==> src/rtl/fw_rule_matcher_if.sv <==
// Parsed header bus from the nibble packet parser into the firewall matcher.
// The parser side drives, the matcher side listens.
interface fw_rule_matcher_if;
  logic        p_ready;
  logic [1:0]  p_frame;
  logic [15:0] p_ethproto;
  logic [7:0]  p_ipproto;
  logic [31:0] p_srcip;
  logic [31:0] p_dstip;
  logic [15:0] p_srcport;
  logic [15:0] p_dstport;
  logic        p_frag;

  modport master (
    output p_ready, p_frame, p_ethproto,
    output p_ipproto, p_srcip, p_dstip,
    output p_srcport, p_dstport, p_frag
  );

  modport slave (
    input p_ready, p_frame, p_ethproto,
    input p_ipproto, p_srcip, p_dstip,
    input p_srcport, p_dstport, p_frag
  );
endinterface

==> src/rtl/fw_rule_matcher.sv <==
// Firewall verdict stage: scans a rule table one entry per clock,
// first match wins, and keeps packet/drop statistics.
module fw_rule_matcher #(
  parameter int NRULES      = 16,
  parameter bit DEFAULT_ACT = 1'b0,
  parameter bit NONIP_ACT   = 1'b1
) (
  input  logic         clk,
  input  logic         reset,
  fw_rule_matcher_if.slave p,
  input  logic         cfg_we,
  input  logic [5:0]   cfg_addr,
  input  logic [118:0] cfg_wdata,
  output logic         cfg_err,
  output logic         busy,
  output logic         verdict_vld,
  output logic         permit,
  output logic         hit,
  output logic [5:0]   hit_idx,
  output logic [31:0]  pkt_cnt,
  output logic [31:0]  drop_cnt,
  output logic         overrun
);

  localparam int IW = (NRULES > 1) ? $clog2(NRULES) : 1;
  localparam logic [IW-1:0] LAST = IW'(NRULES - 1);

  typedef struct packed {
    logic        valid;
    logic        action;
    logic        proto_any;
    logic [7:0]  proto;
    logic [31:0] srcip;
    logic [5:0]  srcpfx;
    logic [31:0] dstip;
    logic [5:0]  dstpfx;
    logic [15:0] port_lo;
    logic [15:0] port_hi;
  } rule_t;

  typedef struct packed {
    logic [1:0]  frame;
    logic [15:0] ethproto;
    logic [7:0]  ipproto;
    logic [31:0] srcip;
    logic [31:0] dstip;
    logic [15:0] srcport;
    logic [15:0] dstport;
    logic        frag;
  } hdr_t;

  typedef enum logic [1:0] {
    IDLE = 2'd0,
    SCAN = 2'd1,
    DONE = 2'd2
  } state_t;

  state_t        state;
  state_t        state_nx;
  rule_t         rules [NRULES];
  rule_t         cur;
  hdr_t          hdr;
  logic [IW-1:0] idx;
  logic          ready_q;
  logic          start;
  logic          non_ip;
  logic          last;
  logic          addr_ok;
  logic          l4;
  logic          proto_ok;
  logic          src_ok;
  logic          dst_ok;
  logic          port_ok;
  logic          match;
  logic          unused_dbg;

  function automatic logic [31:0] pfx_mask(
    input logic [5:0] pfx
  );
    logic [5:0] n;
    n = (pfx > 6'd32) ? 6'd32 : pfx;
    return (n == 6'd0) ? 32'd0
         : (32'hFFFF_FFFF << (6'd32 - n));
  endfunction

  assign start   = p.p_ready & ~ready_q;
  assign non_ip  = (p.p_frame != 2'b00)
                 | (p.p_ethproto != 16'h0800);
  assign last    = (idx == LAST);
  assign addr_ok = ({26'd0, cfg_addr} < 32'(NRULES));

  // Frame type, ethertype and source port are kept for debug visibility.
  assign unused_dbg = ^{hdr.frame, hdr.ethproto, hdr.srcport};

  always_comb begin
    cur      = rules[idx];
    proto_ok = cur.proto_any | (cur.proto == hdr.ipproto);
    src_ok   = ((hdr.srcip ^ cur.srcip)
               & pfx_mask(cur.srcpfx)) == 32'd0;
    dst_ok   = ((hdr.dstip ^ cur.dstip)
               & pfx_mask(cur.dstpfx)) == 32'd0;
    l4       = (hdr.ipproto == 8'd6)
             | (hdr.ipproto == 8'd17);
    port_ok  = 1'b1;
    if (l4) begin
      if (hdr.frag)
        port_ok = (cur.port_lo == 16'h0000)
                & (cur.port_hi == 16'hFFFF);
      else
        port_ok = (cur.port_lo <= hdr.dstport)
                & (hdr.dstport <= cur.port_hi);
    end
    match = cur.valid & proto_ok & src_ok
          & dst_ok & port_ok;
  end

  always_ff @(posedge clk or posedge reset) begin
    if (reset) state <= IDLE;
    else       state <= state_nx;
  end

  always_comb begin
    state_nx = state;
    unique case (state)
      IDLE: if (start)
              state_nx = non_ip ? DONE : SCAN;
      SCAN: if (match || last)
              state_nx = DONE;
      DONE: state_nx = IDLE;
      default: state_nx = IDLE;
    endcase
  end

  always_comb begin
    busy        = (state != IDLE);
    verdict_vld = (state == DONE);
  end

  // Writes land only while idle, so a scan never sees a half-updated table.
  always_ff @(posedge clk or posedge reset) begin
    if (reset) begin
      for (int i = 0; i < NRULES; i++)
        rules[i] <= '0;
    end else if (cfg_we && !busy && addr_ok) begin
      rules[cfg_addr[IW-1:0]] <= rule_t'(cfg_wdata);
    end
  end

  always_ff @(posedge clk or posedge reset) begin
    if (reset) begin
      ready_q  <= 1'b0;
      hdr      <= '0;
      idx      <= '0;
      permit   <= 1'b0;
      hit      <= 1'b0;
      hit_idx  <= '0;
      pkt_cnt  <= '0;
      drop_cnt <= '0;
      overrun  <= 1'b0;
      cfg_err  <= 1'b0;
    end else begin
      ready_q <= p.p_ready;
      cfg_err <= cfg_we & busy;
      if (start && busy)
        overrun <= 1'b1;
      unique case (state)
        IDLE: begin
          if (start) begin
            hdr <= {p.p_frame, p.p_ethproto,
                    p.p_ipproto, p.p_srcip,
                    p.p_dstip, p.p_srcport,
                    p.p_dstport, p.p_frag};
            idx <= '0;
            if (non_ip) begin
              permit  <= NONIP_ACT;
              hit     <= 1'b0;
              hit_idx <= '0;
            end
          end
        end
        SCAN: begin
          if (match) begin
            permit  <= cur.action;
            hit     <= 1'b1;
            hit_idx <= 6'(idx);
          end else if (last) begin
            permit  <= DEFAULT_ACT;
            hit     <= 1'b0;
            hit_idx <= '0;
          end else begin
            idx <= idx + 1'b1;
          end
        end
        DONE: begin
          pkt_cnt <= pkt_cnt + 32'd1;
          if (!permit)
            drop_cnt <= drop_cnt + 32'd1;
        end
        default: ;
      endcase
    end
  end

endmodule

==> src/flat_wrapper.sv <==
// flat-port wrapper written by rule: the top's interface ports become plain ports
module fw_rule_matcher_flat 
#(
  parameter int NRULES      = 16,
  parameter bit DEFAULT_ACT = 1'b0,
  parameter bit NONIP_ACT   = 1'b1
)
  (clk, reset, cfg_we, cfg_addr, cfg_wdata, cfg_err, busy, verdict_vld, permit, hit, hit_idx, pkt_cnt, drop_cnt, overrun, p_p_ready, p_p_frame, p_p_ethproto, p_p_ipproto, p_p_srcip, p_p_dstip, p_p_srcport, p_p_dstport, p_p_frag);
  fw_rule_matcher_if p_i ();
  input  logic clk;
  input  logic reset;
  input  logic cfg_we;
  input  logic [5:0] cfg_addr;
  input  logic [118:0] cfg_wdata;
  output logic cfg_err;
  output logic busy;
  output logic verdict_vld;
  output logic permit;
  output logic hit;
  output logic [5:0] hit_idx;
  output logic [31:0] pkt_cnt;
  output logic [31:0] drop_cnt;
  output logic overrun;
  input wire logic [$bits(p_i.p_ready)-1:0] p_p_ready;
  input wire logic [$bits(p_i.p_frame)-1:0] p_p_frame;
  input wire logic [$bits(p_i.p_ethproto)-1:0] p_p_ethproto;
  input wire logic [$bits(p_i.p_ipproto)-1:0] p_p_ipproto;
  input wire logic [$bits(p_i.p_srcip)-1:0] p_p_srcip;
  input wire logic [$bits(p_i.p_dstip)-1:0] p_p_dstip;
  input wire logic [$bits(p_i.p_srcport)-1:0] p_p_srcport;
  input wire logic [$bits(p_i.p_dstport)-1:0] p_p_dstport;
  input wire logic [$bits(p_i.p_frag)-1:0] p_p_frag;
  assign p_i.p_ready = p_p_ready;
  assign p_i.p_frame = p_p_frame;
  assign p_i.p_ethproto = p_p_ethproto;
  assign p_i.p_ipproto = p_p_ipproto;
  assign p_i.p_srcip = p_p_srcip;
  assign p_i.p_dstip = p_p_dstip;
  assign p_i.p_srcport = p_p_srcport;
  assign p_i.p_dstport = p_p_dstport;
  assign p_i.p_frag = p_p_frag;
  fw_rule_matcher #(.NRULES(NRULES), .DEFAULT_ACT(DEFAULT_ACT), .NONIP_ACT(NONIP_ACT)) u_core (.clk(clk), .reset(reset), .p(p_i), .cfg_we(cfg_we), .cfg_addr(cfg_addr), .cfg_wdata(cfg_wdata), .cfg_err(cfg_err), .busy(busy), .verdict_vld(verdict_vld), .permit(permit), .hit(hit), .hit_idx(hit_idx), .pkt_cnt(pkt_cnt), .drop_cnt(drop_cnt), .overrun(overrun));
endmodule
==> config.mk <==
export PLATFORM = sky130hd
export DESIGN_NAME = fw_rule_matcher_flat
export DESIGN_NICKNAME = d
export VERILOG_FILES = /design/src/rtl/fw_rule_matcher_if.sv /design/src/rtl/fw_rule_matcher.sv /design/src/flat_wrapper.sv
export SDC_FILE = /design/constraint.sdc
export NUM_CORES = 2
export LEC_CHECK = 0
export ABC_AREA = 0
export BUFFER_PORTS_ARGS = -buffer_cell sky130_fd_sc_hd__clkbuf_2
export CELL_PAD_IN_SITES_DETAIL_PLACEMENT = 1
export CELL_PAD_IN_SITES_GLOBAL_PLACEMENT = 2
export CORE_UTILIZATION = 30
export CTS_BUF_LIST = sky130_fd_sc_hd__clkbuf_4
export CTS_CLUSTER_SIZE = 28
export DETAILED_ROUTE_END_ITERATION = 6
export GPL_ROUTABILITY_DRIVEN = 0
export PLACE_DENSITY = 0.57
export SYNTH_ARGS = -nofsm -noshare
export SYNTH_HDL_FRONTEND = slang
export SYNTH_SLANG_ARGS = --single-unit
export TNS_END_PERCENT = 10
==> constraint.sdc <==
create_clock -name clk -period 191.4 [get_ports clk]
set_clock_uncertainty 0.15 [all_clocks]
set_input_delay 38.28 -clock clk [delete_from_list [all_inputs] [get_ports clk]]
set_output_delay 38.28 -clock clk [all_outputs]
set_load 0.1 [all_outputs]
==> qor.csv <==
stage;metric;value;unit
logic_synthesis;synth top area cells;dfrtp_1 55%, mux2_2 23%, mux4_2 9.3%, mux2i_1 2.7%, nand2_1 1.5%;
power_and_ir_drop;pwr/cell area;9.67;nW/um^2
drt;DR WL/cell;26.5;um
timing;Max Fclk;24.2;MHz
floorplanning;row count;206;
logic_synthesis;YS warnings;0;
placement;Placed Instances;10469;
floorplanning;die area;319000;um^2
run;Max-Cap Viols;0;
power_and_ir_drop;Int Pwr;757;uW
floorplanning;initial cell density of the core;0.302;
timing;Min Clock Period, post-route;41.28;ns
timing;max-slew violation count;0;
global_route;GR Util met1;0.263;
timing;worst slew pin tran;1.26;ns
layout;Fillers;33007;
clocking;CTS resizes;0;
power_and_ir_drop;switching fraction of total power;0.274;
timing;WHS;0.326;ns
placement;dpl ws;148.63;ns
critical_path;worst-path cell chain;clkbuf_2 -> inv_8 -> buf_4 -> buf_4 -> buf_4 -> buf_12;
logic_synthesis;Post-Syn Area;95100;um^2
logic_synthesis;register area share after synthesis;0.545;
global_route;initial antenna violation count;58;
timing;relative slew slack;0.157;
drt;Post-Route WL;304;mm
power_and_ir_drop;P_leak;0.0495;uW
clocking;post-CTS setup buffer count;0;
global_route;grt peak-use layer;met2;
floorplanning;Top Ports;328;
critical_path;CP startpoint kind;input pin;
power_and_ir_drop;VDD IR max;0.00000772;V
clocking;clock slew at reported path FFs;0.06;ns
timing;RSZ-0062 raised after global routing;no;
placement;DP HPWL;172;mm
timing;Final WS setup;150.12;ns
power_and_ir_drop;Gate power share;0.116;
logic_synthesis;top cells by count, synth;2,072 x dfrtp_1, 1,912 x mux2_2, 391 x mux4_2;
clocking;deepest clock path buffer count;4;
layout;Multi-input gate area;40700;um^2
critical_path;Setup crit end kind;async pin;
clocking;H-Tree Depth;6;
logic_synthesis;cell taking the most area after synthesis;dfrtp_1;
placement;count of input and output buffers;309;
global_route;vias in the first global route;65948;
timing;Tcrit/Tclk final;0.216;
global_route;first-pass GRT wire length;456;mm
critical_path;slowest CP cell;buf_4;
logic_synthesis;Post-synth EDFFs;0;
drt;DR vias;58415;
global_route;met3 Use GR;0.0344;
logic_synthesis;synth unique cells;82;
drt;Final ANT Viol Nets;0;
power_and_ir_drop;sequential power share;0.491;
layout;Final #Nets;7212;
critical_path;Crit path max-delay family;buffers and inverters;
critical_path;CP Class;input pin to async pin;
layout;Syn-to-layout area delta;13.4;%
clocking;clock insertion delay at the later pin of the skew report;1.48;ns
layout;Final Core Density;0.342;
layout;share of layout cells above drive strength 1;0.502;
drt;vias per cell;5.09;
logic_synthesis;Post-Synthesis Cells;6423;
timing;Post-Route Setup TNS;0;ns
outcome;status;completed;
logic_synthesis;most common cell in the netlist;dfrtp_1;
drt;DRC Markers;0;
floorplanning;die height;565;um
min_path;Hold/Removal Path Class;flip-flop to flip-flop;
timing;Finish-stage setup viols;0;
critical_path;CP arrival;42.41;ns
timing;Final Hold Violating Endpoints;0;
logic_synthesis;FFs w/ async S/R, synth;1.00;
drt;initial drt markers;2861;
layout;Cell Count, Final, Fillers Out;11473;
critical_path;Worst path max stage delay;0.78;ns
floorplanning;Die Width;565;um
global_route;largest net degree at the start of global routing;193;
global_route;Tot GR Track Use;0.192;
global_route;met2 Track Usage GR;0.311;
power_and_ir_drop;Clk pwr share;0.393;
logic_synthesis;top_reg_cell synth;dfrtp_1;
critical_path;Critical path buffers and inverters;6;
clocking;hold-fix buffers at CTS;0;
layout;Reg area;51900;um^2
clocking;Root Driver;clkbuf_4;
logic_synthesis;#FFs+latches synth;2072;
logic_synthesis;Syn Area/Cell;14.8;um^2
floorplanning;core area;315000;um^2
critical_path;critical path's most frequent cell;buf_4;
global_route;gr ovfl total;0;
critical_path;critical-path maximum fanout;192;
clocking;CTS tree;yes;
critical_path;Required @ worst endpoint;192.53;ns
drt;drt pass-1 iters;5;
clocking;total CTS buffers;608;
power_and_ir_drop;Switch Pwr;286;uW
clocking;CTS sink cnt;2072;
logic_synthesis;Synth top area share;0.545;
[per-stage QoR]
step	total power (uW)	instance area, um^2
final	1040	108000
after global routing	1100	108000
after CTS	1060	108000
after detailed placement	642	101000
after global placement	635	101000
after floorplan	606	95100
[cell type report]
cell class,count,area share
repair buffers,416,0.0239
flip-flops and latches,2072,0.481
clock inverters,140,0.00823
multi-input cells,3776,0.378
well taps,4160,0.0483
clock buffers,847,0.0590
diodes,17,0.000395
inverters,45,0.00171
[sequential cells by signal (all words and copies together) (netlist names), 2 cells and up]
register,flops
u_core.pkt_cnt,32
u_core.drop_cnt,32
u_core.state,2
u_core.hdr,89
u_core.hit_idx,4
u_core.idx,4
u_core.rules,1904
[kinds of logic after synthesis]
family | count (synthesis) | share of synthesized area
DFF | 2072 | 0.545
muxes | 2564 | 0.347
buffers and inverters | 576 | 0.0282
AOI/OAI and AO/OA | 399 | 0.0305
xor gates and xnor gates | 137 | 0.0126
other | 1 | 0.0000394
adders and majority gates | 42 | 0.00550
and+or+nand+nor | 632 | 0.0308
[placed cells by master (no fill, tap or decap), types with 9 or more instances in the layout]
cell / netlist / final
dfrtp_1: 2072 / 2068
mux4_2: 391 / 391
mux2_2: 1912 / 1912
a31oi_1: 13 / 13
a21o_1: 10 / 10
nor2_4: 1 / 11
and3_1: 21 / 21
nor4_1: 9 / 9
clkbuf_4: 0 / 847
a22o_1: 12 / 12
clkinv_4: 0 / 16
nand2_1: 370 / 369
inv_1: 43 / 42
inv_6: 0 / 17
nor2_1: 61 / 50
xnor2_1: 90 / 90
a21oi_1: 29 / 29
clkinvlp_4: 0 / 9
clkbuf_2: 0 / 309
o22ai_1: 10 / 10
xor2_1: 47 / 47
ha_1: 41 / 41
nor3_1: 13 / 10
a22oi_1: 55 / 55
diode_2: 0 / 17
o221ai_1: 11 / 11
buf_4: 33 / 89
and4_1: 13 / 13
nand4_1: 26 / 26
buf_12: 4 / 18
clkinv_1: 1 / 81
a221oi_1: 117 / 117
o21ai_0: 86 / 86
nor2b_1: 16 / 14
mux2i_1: 257 / 257
nand3_1: 43 / 42
[routing by layer]
| layer | part of all wire | vias up |
|---|---|---|
| li1 | - | 25038 |
| met1 | 0.46 | 31566 |
| met2 | 0.47 | 1232 |
| met3 | 0.043 | 539 |
| met4 | 0.023 | 40 |
| met5 | 0.00080 | - |
[power by group through the flow]
stage                     combinational, uW  clock [uW]  sequential, uW
after detailed placement                123           0             520
final                                   121         410             512
after global routing                    133         451             518
after global placement                  119           0             516
after floorplan                        86.0           0             520
after CTS                               123         429             512
[worst paths after layout]
check / startpoint / end / slack, ns / depth (start not counted)
max: reset / u_core.rules[379]$_DFFE_PP0P_ / 150.12 / 6
min: u_core.pkt_cnt[31]$_DFFE_PP0P_ / u_core.pkt_cnt[31]$_DFFE_PP0P_ / 0.33 / 1
max reg2reg: u_core.idx[0]$_DFFE_PP0P_ / u_core.idx[2]$_DFFE_PP0P_ / 182.75 / 21
min reg2reg: u_core.pkt_cnt[31]$_DFFE_PP0P_ / u_core.pkt_cnt[31]$_DFFE_PP0P_ / 0.33 / 1
max in group clk: u_core.state[0]$_DFFE_PP0P_ / verdict_vld / 150.23 / 2
min in group asynchronous: reset / u_core.cfg_err$_DFF_PP0_ / 36.84 / 2
[worst reg2reg max path: cells and delay by family (launching register included)]
family	cells	cell delay, ns
simple gates	3	1.01
mux	1	0.24
flops	1	0.84
buf+inv	4	3.25
compound gates	12	2.62
fa+ha+maj	1	0.35
No activity file was read; power rests on OpenSTA's default activity.
